===== config.mk =====
export PLATFORM = sky130hd
export DESIGN_NAME = ne_fp_sfr_pipe_w27s5
export DESIGN_NICKNAME = d
export VERILOG_FILES = /design/src/rtl/ne_fp_sfr_pipe_w27s5.sv
export SDC_FILE = /design/constraint.sdc
export NUM_CORES = 1
export LEC_CHECK = 0
export ABC_AREA = 0
export ABC_CLOCK_PERIOD_IN_PS = 4300
export CORE_AREA = 5 5 80 111
export DETAILED_ROUTE_END_ITERATION = 8
export DIE_AREA = 0 0 85 116
export MAX_ROUTING_LAYER = met4
export PLACE_DENSITY = 0.69
export SLEW_MARGIN = 10
export SYNTH_ARGS = -nofsm -noshare
export SYNTH_HDL_FRONTEND = slang
export SYNTH_SLANG_ARGS = --single-unit

===== constraint.sdc =====
create_clock -name clk -period 4.3 [get_ports clk]
set_input_delay 0.43 -clock clk [delete_from_list [all_inputs] [get_ports clk]]
set_output_delay 0.43 -clock clk [all_outputs]
set_load 0.02 [all_outputs]

===== src/rtl/ne_fp_sfr_pipe_w27s5.sv =====
// Two-stage pipelined right shifter with sign/zero fill and sticky collection for FP mantissa alignment.
// Optional feature macro NE_FP_SFR_STICKY_EN builds the sticky path; when undefined, out_sticky is constant 0.
module ne_fp_sfr_pipe_w27s5 #(
  parameter int BW_DATA = 27,
  parameter int BW_SF   = 5,
  parameter bit SIGNED  = 1'b0
) (
  input  logic               clk,
  input  logic               rst,
  input  logic               in_valid,
  output logic               in_ready,
  input  logic [BW_DATA-1:0] in_a,
  input  logic [BW_SF-1:0]   in_s,
  output logic               out_valid,
  input  logic               out_ready,
  output logic [BW_DATA-1:0] out_z,
  output logic               out_sticky
);

  // One power-of-two shift step; steps at or beyond the width leave only fill bits.
  function automatic logic [BW_DATA-1:0] step_data(input logic [BW_DATA-1:0] d,
                                                   input logic fill, input int amt);
    logic [BW_DATA-1:0] ones;
    ones = {BW_DATA{1'b1}};
    if (amt >= BW_DATA) step_data = {BW_DATA{fill}};
    else                step_data = (d >> amt) | ({BW_DATA{fill}} & ~(ones >> amt));
  endfunction

`ifdef NE_FP_SFR_STICKY_EN
  function automatic logic step_sticky(input logic [BW_DATA-1:0] d, input int amt);
    logic [BW_DATA-1:0] ones;
    ones = {BW_DATA{1'b1}};
    if (amt >= BW_DATA) step_sticky = |d;
    else                step_sticky = |(d & ~(ones << amt));
  endfunction
`endif

  logic               s1_valid_r, s2_valid_r;
  logic               s1_adv_s, s2_adv_s;
  logic [BW_DATA-1:0] s1_data_s, s1_data_r, s2_data_s, out_z_r;
  logic               s1_fill_s, s1_fill_r;
  logic [2:0]         s1_res_s, s1_res_r;
`ifdef NE_FP_SFR_STICKY_EN
  logic               s1_stk_s, s1_stk_r, s2_stk_s, out_sticky_r;
`endif

  assign s2_adv_s  = !s2_valid_r || out_ready;
  assign s1_adv_s  = !s1_valid_r || s2_adv_s;
  assign in_ready  = s1_adv_s;
  assign out_valid = s2_valid_r;
  assign out_z     = out_z_r;

  // Stage 1 datapath: coarse steps of 8/16/32 plus fill and residual extraction.
  always_comb begin
    if (SIGNED) s1_fill_s = in_a[BW_DATA-1];
    else        s1_fill_s = 1'b0;
    s1_data_s = in_a;
    s1_res_s  = 3'b000;
`ifdef NE_FP_SFR_STICKY_EN
    s1_stk_s  = 1'b0;
`endif
    for (int k = 0; k < 3 && k < BW_SF; k++) s1_res_s[k] = in_s[k];
    for (int k = 3; k < BW_SF; k++) begin
      if (in_s[k]) begin
`ifdef NE_FP_SFR_STICKY_EN
        s1_stk_s  = s1_stk_s | step_sticky(s1_data_s, 1 << k);
`endif
        s1_data_s = step_data(s1_data_s, s1_fill_s, 1 << k);
      end else begin
        s1_data_s = s1_data_s;
      end
    end
  end

  // Stage 2 datapath: residual 1/2/4 steps on the registered partial result.
  always_comb begin
    s2_data_s = s1_data_r;
`ifdef NE_FP_SFR_STICKY_EN
    s2_stk_s  = s1_stk_r;
`endif
    for (int k = 0; k < 3; k++) begin
      if (s1_res_r[k]) begin
`ifdef NE_FP_SFR_STICKY_EN
        s2_stk_s  = s2_stk_s | step_sticky(s2_data_s, 1 << k);
`endif
        s2_data_s = step_data(s2_data_s, s1_fill_r, 1 << k);
      end else begin
        s2_data_s = s2_data_s;
      end
    end
  end

  // Stage 1 registers; payload only loads when a valid operand is accepted.
  always_ff @(posedge clk) begin
    if (rst) begin
      s1_valid_r <= 1'b0;
      s1_data_r  <= {BW_DATA{1'b0}};
      s1_fill_r  <= 1'b0;
      s1_res_r   <= 3'b000;
    end else if (s1_adv_s) begin
      s1_valid_r <= in_valid;
      if (in_valid) begin
        s1_data_r <= s1_data_s;
        s1_fill_r <= s1_fill_s;
        s1_res_r  <= s1_res_s;
      end
    end
  end

  // Stage 2 (output) registers; held stable while the consumer stalls.
  always_ff @(posedge clk) begin
    if (rst) begin
      s2_valid_r <= 1'b0;
      out_z_r    <= {BW_DATA{1'b0}};
    end else if (s2_adv_s) begin
      s2_valid_r <= s1_valid_r;
      if (s1_valid_r) out_z_r <= s2_data_s;
    end
  end

`ifdef NE_FP_SFR_STICKY_EN
  // Sticky registers follow the same load enables as the data they describe.
  always_ff @(posedge clk) begin
    if (rst) begin
      s1_stk_r     <= 1'b0;
      out_sticky_r <= 1'b0;
    end else begin
      if (s1_adv_s && in_valid)   s1_stk_r     <= s1_stk_s;
      if (s2_adv_s && s1_valid_r) out_sticky_r <= s2_stk_s;
    end
  end
  assign out_sticky = out_sticky_r;
`else
  assign out_sticky = 1'b0;
`endif

endmodule


# Yosys cells after proc, flatten, opt, wreduce, memory -nomap -nowiden
# Index checks and enable logic that the tools add are counted.
# totals
wordCells	16
input_bits	36
output_inout_bits	30
ff_bits	59
# op_classes
muxes	5
n_reduce_logical	6
# ops
op	count
27-bit 2-to-1 mux	5
2-bit AND reduction	2
1-bit zero test	2
1-bit logical OR	2

# Longest topological paths before layout
# Gate-level depths: netlist of run 1.
# depth
depth_word	4
mapped_depth	6
depth_no_buf	4

# Worst setup path after synthesis of run 1
# Ideal clock, no wire load.
# synth_timing
kind	input to register
from	input port out_ready
to	register s1_data_r[0]
path_stages	6
path_buffers	2
setup_ns	0.070
t_arrival_ns	1.512
path_slack_ns	2.717
t_required_ns	4.230
cell_sequence	nand3b_1 nand2_1 buf_2 clkbuf_1 nand2_1 a21oi_1
# synth_via
elab_chain_len	3
# synth_rtl
item	line	text
start, declared	15	input logic out_ready,
1-bit logical OR	47	assign s2_adv_s = !s2_valid_r || out_ready;
1-bit logical OR	48	assign s1_adv_s = !s1_valid_r || s2_adv_s;
2-bit AND reduction (no source line)	--	
end signal, assigned	97	s1_data_r <= {BW_DATA{1'b0}};
end signal, assigned	103	s1_data_r <= s1_data_s;
end, declared	40	logic [BW_DATA-1:0] s1_data_s, s1_data_r, s2_data_s, out_z_r;
# No other way between the ends.
# A chain may end at the register's enable or synchronous reset.

# Final worst setup path of run 1
# layout_timing
from	register s1_res_r[1]
to	register out_z_r[22] (netlist: out_z[22])
# layout_via
elab_chain_len	2
# layout_rtl
item	line	text
start, declared	42	logic [2:0] s1_res_s, s1_res_r;
start signal, assigned	105	s1_res_r <= s1_res_s;
27-bit 2-to-1 mux (2 in a row)	82	if (s1_res_r[k]) begin
end signal, assigned	114	out_z_r <= {BW_DATA{1'b0}};
end signal, assigned	117	if (s1_valid_r) out_z_r <= s2_data_s;
end, declared	40	
# No other way between the ends.

==> results of run 1 <==
## per-layer routing
layer,GRT usage (%),vias up
met5,-,-
met2,28.0,78
met3,2.56,14
met1,20.1,1308
li1,-,1414
met4,8.03,0
## tightest hold or removal path: stages, from the launching register on
cell	delay (ns)
dfxtp_1	0.31
nand2_1	0.05
a21oi_1	0.05
## synthesized netlist by cell type (2+ instances only)
cell and count:
nor3_1 14, clkbuf_1 16, o211ai_1 4, buf_12 2, a211oi_1 12, mux2i_1 40
a2bb2oi_1 2, inv_1 3, nand2_1 39, a22oi_1 5, buf_2 12, nor2b_1 2
dfxtp_1 59, a21oi_1 27, or3_1 8, mux2_2 5, nor2_1 45, nand3_1 12
mux4_2 15, buf_4 2, a31oi_1 3, buf_6 2, a211oi_2 14, nand2b_1 5
and2_1 2
## logic make-up after synthesis
logic type,synth area share [%]
buf+inv,6.84
flops,35.1
simple gates,17.2
other cells,0.111
compound gates,16.9
mux,23.9
## flip-flops by register name (all words and copies together), names as in the netlist
signal / count
s1_res_r: 3
s1_data_r: 27
s1_valid_r: 1
out_valid: 1
out_z: 27
## power groups by stage
stage                     Combinational [mW]  Clock, mW  Sequential [mW]
after CTS                              0.285      0.555            0.605
after detailed placement               0.283          0            0.617
after global routing                   0.307      0.579            0.609
after floorplan                        0.179          0            0.626
final                                  0.283      0.545            0.604
after global placement                 0.280          0            0.616
## worst paths after layout
path	startpoint	end	slack (ns)	cells past startpoint
max	s1_res_r[1]	out_z[22]	1.90	5
min	out_z[26]	out_z[26]	0.45	2
max reg2reg	s1_res_r[1]	out_z[22]	1.90	5
min reg2reg	out_z[26]	out_z[26]	0.45	2
## through the flow
step	setup slack, ns	hold slack [ns]	cells
finish	1.90	0.450	514
global route	1.76	0.492	514
global placement	1.91	0.443	499
detailed placement	1.84	0.445	499
CTS	1.88	0.451	514
floorplan	2.72	0.436	365
## final cells by class
| class | count | area (µm²) |
|---|---|---|
| repair buffers | 68 | 666 |
| clock inverters | 5 | 77.6 |
| fillers | 727 | 3530 |
| well taps | 100 | 125 |
| clock buffers | 10 | 138 |
| multi-input cells | 267 | 1960 |
| inverters | 5 | 32.5 |
| flip-flops and latches | 59 | 1180 |
==> results_dict.tcl, run 1 <==
set metrics [dict create \
    status "complete, no violations" \
    start_util_pct 43.7 \
    first_pass_iters 5 \
    max-clock-path-buffers 2 \
    setup_tns_ns 0 \
    p_leak_nw 1.44 \
    rsz0062_at_grt "false" \
    yosysSeqAreaShare_pct 35.1 \
    cp.required_ns 4.47 \
    crit_type "flop to flop" \
    cts_buffers 9 \
    grt_pass1_vias 2696 \
    switching_share_pct 26.4 \
    yosys_register_bits 59 \
    clk_latency_ns 0.34 \
    nets 446 \
    grt_max_degree 60 \
    fp-row-count 38 \
    total_power_mw 1.43 \
    drt_wl_total_mm 7.99 \
    drc 0 \
    ir_worst_vdd_uv 178 \
    clkSlewWorstSetupHoldPaths_ns 0.07 \
    drt-initial-drc-count 101 \
    fin_crit_sh_pct 55.8 \
    highest_layer "met4" \
    synth_top_flop_cell "dfxtp_1" \
    syn_nets 401 \
    coreArea_um2 7700 \
    hold_viol 0 \
    relSlewSlack_pct 20.4 \
    place_congestion 0.867 \
    p_per_area_nw_per_um2 343 \
    design_area_um2 4180 \
    combPwrFrac_pct 19.8 \
    maxCapViolCount 0 \
    placed_area_um2 3960 \
    clockRootBuffer "clkbuf_8" \
    fmax_ghz 0.417 \
    pwr-share-seq_pct 42.2 \
    cp_num_buf_inv 1 \
    clock_power_share_pct 38.1 \
    h-tree-depth 3 \
    finalSetupViolations 0 \
    async_flop_share_pct 0 \
    crit_family "flip-flops" \
    switchingPower_mw 0.379 \
    hp-class "flop to flop" \
    dp_hpwl_mm 5.87 \
    die_height_um 116 \
    worstPathCellList "buf_4 -> mux4_2 -> and2_1 -> a311oi_1 -> nor3_1" \
    cp-end-kind "flop" \
    synth_area_leaders "dfxtp_1, mux2i_1, mux4_2" \
    die-area_um2 9860 \
    synth_top_area_share_pct 35.1 \
    wl_met1_mm 3.52 \
    synthCells 365 \
    slew_violations 0 \
    track_usage_pct 16.9 \
    yosys.area.top_type "dfxtp_1" \
    grt_pass1_wl_mm 12.9 \
    tightestPinTransition_ns 1.19 \
    cp-start-kind "flop" \
    post_cts_buffers 0 \
    cp_slowest_stage_delay_ns 1.07 \
    syn-cell-area_um2 3370 \
    die_w_um 85 \
    synth_edf_count 0 \
    drive_above_1_share_pct 13.8 \
    io_pins 66 \
    cts_tree "done" \
    cts.sinks 59 \
    vias_per_cell 5.47 \
    routedWlPerCell_um 15.5 \
    wl_met3_um 355 \
    wl_met2_mm 3.92 \
    overflow 0 \
    finish.utilization_pct 54.2 \
    cts.repair.resized 0 \
    fin_worst_skew_ns 0.0110 \
    dr_total_vias 2814 \
    crit_arrival_ns 2.57 \
    ys_warn_count 0 \
    antenna_cells 0 \
    layout_commonest_cell "clkdlybuf4s50_1" \
    p_int_mw 1.05 \
    slowest_stage "dfxtp_1" \
    crit_path_max_fanout 23 \
    ys_types 40 \
    synthToLayoutAreaGrowth_pct 24.0 \
    ant_nets 0 \
    antenna_found_initial 0 \
    mostFrequentLayoutCells "clkdlybuf4s50_1, dfxtp_1, nor2_1, mux2i_1, nand2_1" \
    hold_buffers 0 \
    port_buffers 64 \
    avgSynthCellArea_um2 9.23 \
    fin_crit_ns 2.40 \
]
Power figures use the tool's default switching activity.
==> inputs of run 2 (changes only) <==
- ABC_CLOCK_PERIOD_IN_PS: 4300 -> 2200
- PLACE_DENSITY: 0.69 -> 0.72
- clock period: 4.3 -> 2.2 ns (I/O delays scaled with it)
==> run 2 against run 1 <==
Compared with the run above:
- combinational power is 100% higher
- cell area is 2.1% higher
- sequential power is 94% higher
- worst setup slack worse by 1.4 ns
- critical path type is now primary input to output port
==> results_dict.tcl, run 2 (synthesis gave the netlist of run 1 again) <==
set metrics [dict create \
    port_buffers 64 \
    ir_worst_vdd_uv 400 \
    antenna_found_initial 0 \
    p_leak_nw 1.48 \
    io_pins 66 \
    die_w_um 85 \
    grt_max_degree 44 \
    die_height_um 116 \
    hp-class "primary input to flop" \
    tightestPinTransition_ns 0.510 \
    track_usage_pct 17.3 \
    regToRegSetupSlack_ns 0.58 \
    dp_hpwl_mm 5.98 \
    post_cts_buffers 0 \
    pwr-share-seq_pct 41.4 \
    p_int_mw 2.08 \
    start_util_pct 43.7 \
    placed_area_um2 4040 \
    cts.sinks 59 \
    clkSlewWorstSetupHoldPaths_ns 0.06 \
    crit_arrival_ns 1.48 \
    setup_tns_ns 0 \
    maxCapViolCount 0 \
    overflow 0 \
    drt-initial-drc-count 196 \
    cts.repair.resized 0 \
    cp-end-kind "output port" \
    drive_above_1_share_pct 14.7 \
    hold_buffers 0 \
    final.fill_count 738 \
    fmax_ghz 0.587 \
    fin_worst_skew_ns 0.0138 \
    cp-start-kind "primary input" \
    crit_type "primary input to output port" \
    rsz0062_at_grt "false" \
    drt_wl_total_mm 7.92 \
    first_pass_iters 4 \
    switching_share_pct 26.4 \
    crit_path_max_fanout 4 \
    clock_power_share_pct 38.2 \
    fp-row-count 38 \
    nets 452 \
    fin_crit_sh_pct 77.5 \
    status "complete, no violations" \
    layout_commonest_cell "clkdlybuf4s50_1" \
    hold_viol 0 \
    coreArea_um2 7700 \
    clk_latency_ns 0.33 \
    relSlewSlack_pct 65.9 \
    routedWlPerCell_um 15.2 \
    cts_tree "done" \
    antenna_cells 0 \
    cp.required_ns 1.98 \
    grt_pass1_wl_mm 13.3 \
    p_per_area_nw_per_um2 664 \
    slew_violations 0 \
    fin_crit_ns 1.70 \
    ant_nets 0 \
    die-area_um2 9860 \
    clockRootBuffer "clkbuf_8" \
    max-clock-path-buffers 2 \
    h-tree-depth 3 \
    switchingPower_mw 0.748 \
    synthToLayoutAreaGrowth_pct 26.6 \
    design_area_um2 4260 \
    combPwrFrac_pct 20.4 \
    mostFrequentLayoutCells "clkdlybuf4s50_1, dfxtp_1, nor2_1, mux2i_1, nand2_1" \
    finalSetupViolations 0 \
    dr_total_vias 2864 \
    cts_buffers 9 \
    total_power_mw 2.83 \
    grt_pass1_vias 2789 \
    drc 0 \
    place_congestion 0.916 \
    vias_per_cell 5.50 \
]
[run 2: power groups by stage]
stage	clock network (mW)	registers, mW	logic [mW]
finish	1.08	1.17	0.578
floorplan	0	1.22	0.350
global placement	0	1.19	0.570
CTS	1.10	1.17	0.580
detailed placement	0	1.20	0.577
global route	1.16	1.18	0.629
[run 2: final cells by class]
cell class | count | area, µm² | share of cell area (%)
clock buffers | 12 | 145 | 3.40
clock inverters | 4 | 73.8 | 1.73
inverters | 5 | 32.5 | 0.763
multi-input cells | 267 | 1960 | 45.9
flip-flops and latches | 59 | 1180 | 27.7
well taps | 100 | 125 | 2.94
repair buffers | 74 | 748 | 17.6
[run 2: critical path: stages]
cell and delay [ns]:
clkdlybuf4s50_1 0.47, nand3b_1 0.16, clkdlybuf4s50_1 0.64
[run 2: metal layers]
| metal | GRT usage, % | up-vias | share of wire [%] |
|---|---|---|---|
| met5 | - | - | 0 |
| met4 | 8.03 | 0 | 2.9 |
| met2 | 28.2 | 90 | 50 |
| met3 | 2.99 | 15 | 4.9 |
| li1 | - | 1424 | - |
| met1 | 20.8 | 1335 | 43 |
[run 2: final timing paths]
| kind | cells past startpoint | start | endpoint |
|---|---|---|---|
| min reg2reg | 2 | out_z[26] | out_z[26] |
| max | 3 | out_ready | in_ready |
| max reg2reg | 3 | s1_res_r[2] | out_z[11] |
| min | 2 | rst | s1_data_r[14] |
[run 2: metrics by stage]
step	hold WS, ns	util [%]	worst slack, ns	instances
after floorplan	0.349	-	0.635	365
final	0.326	55.3	0.496	521
after detailed placement	0.451	52.5	0.366	505
after global placement	0.444	52.5	0.414	505
after CTS	0.321	55.3	0.484	521
after global routing	0.342	55.3	0.440	521
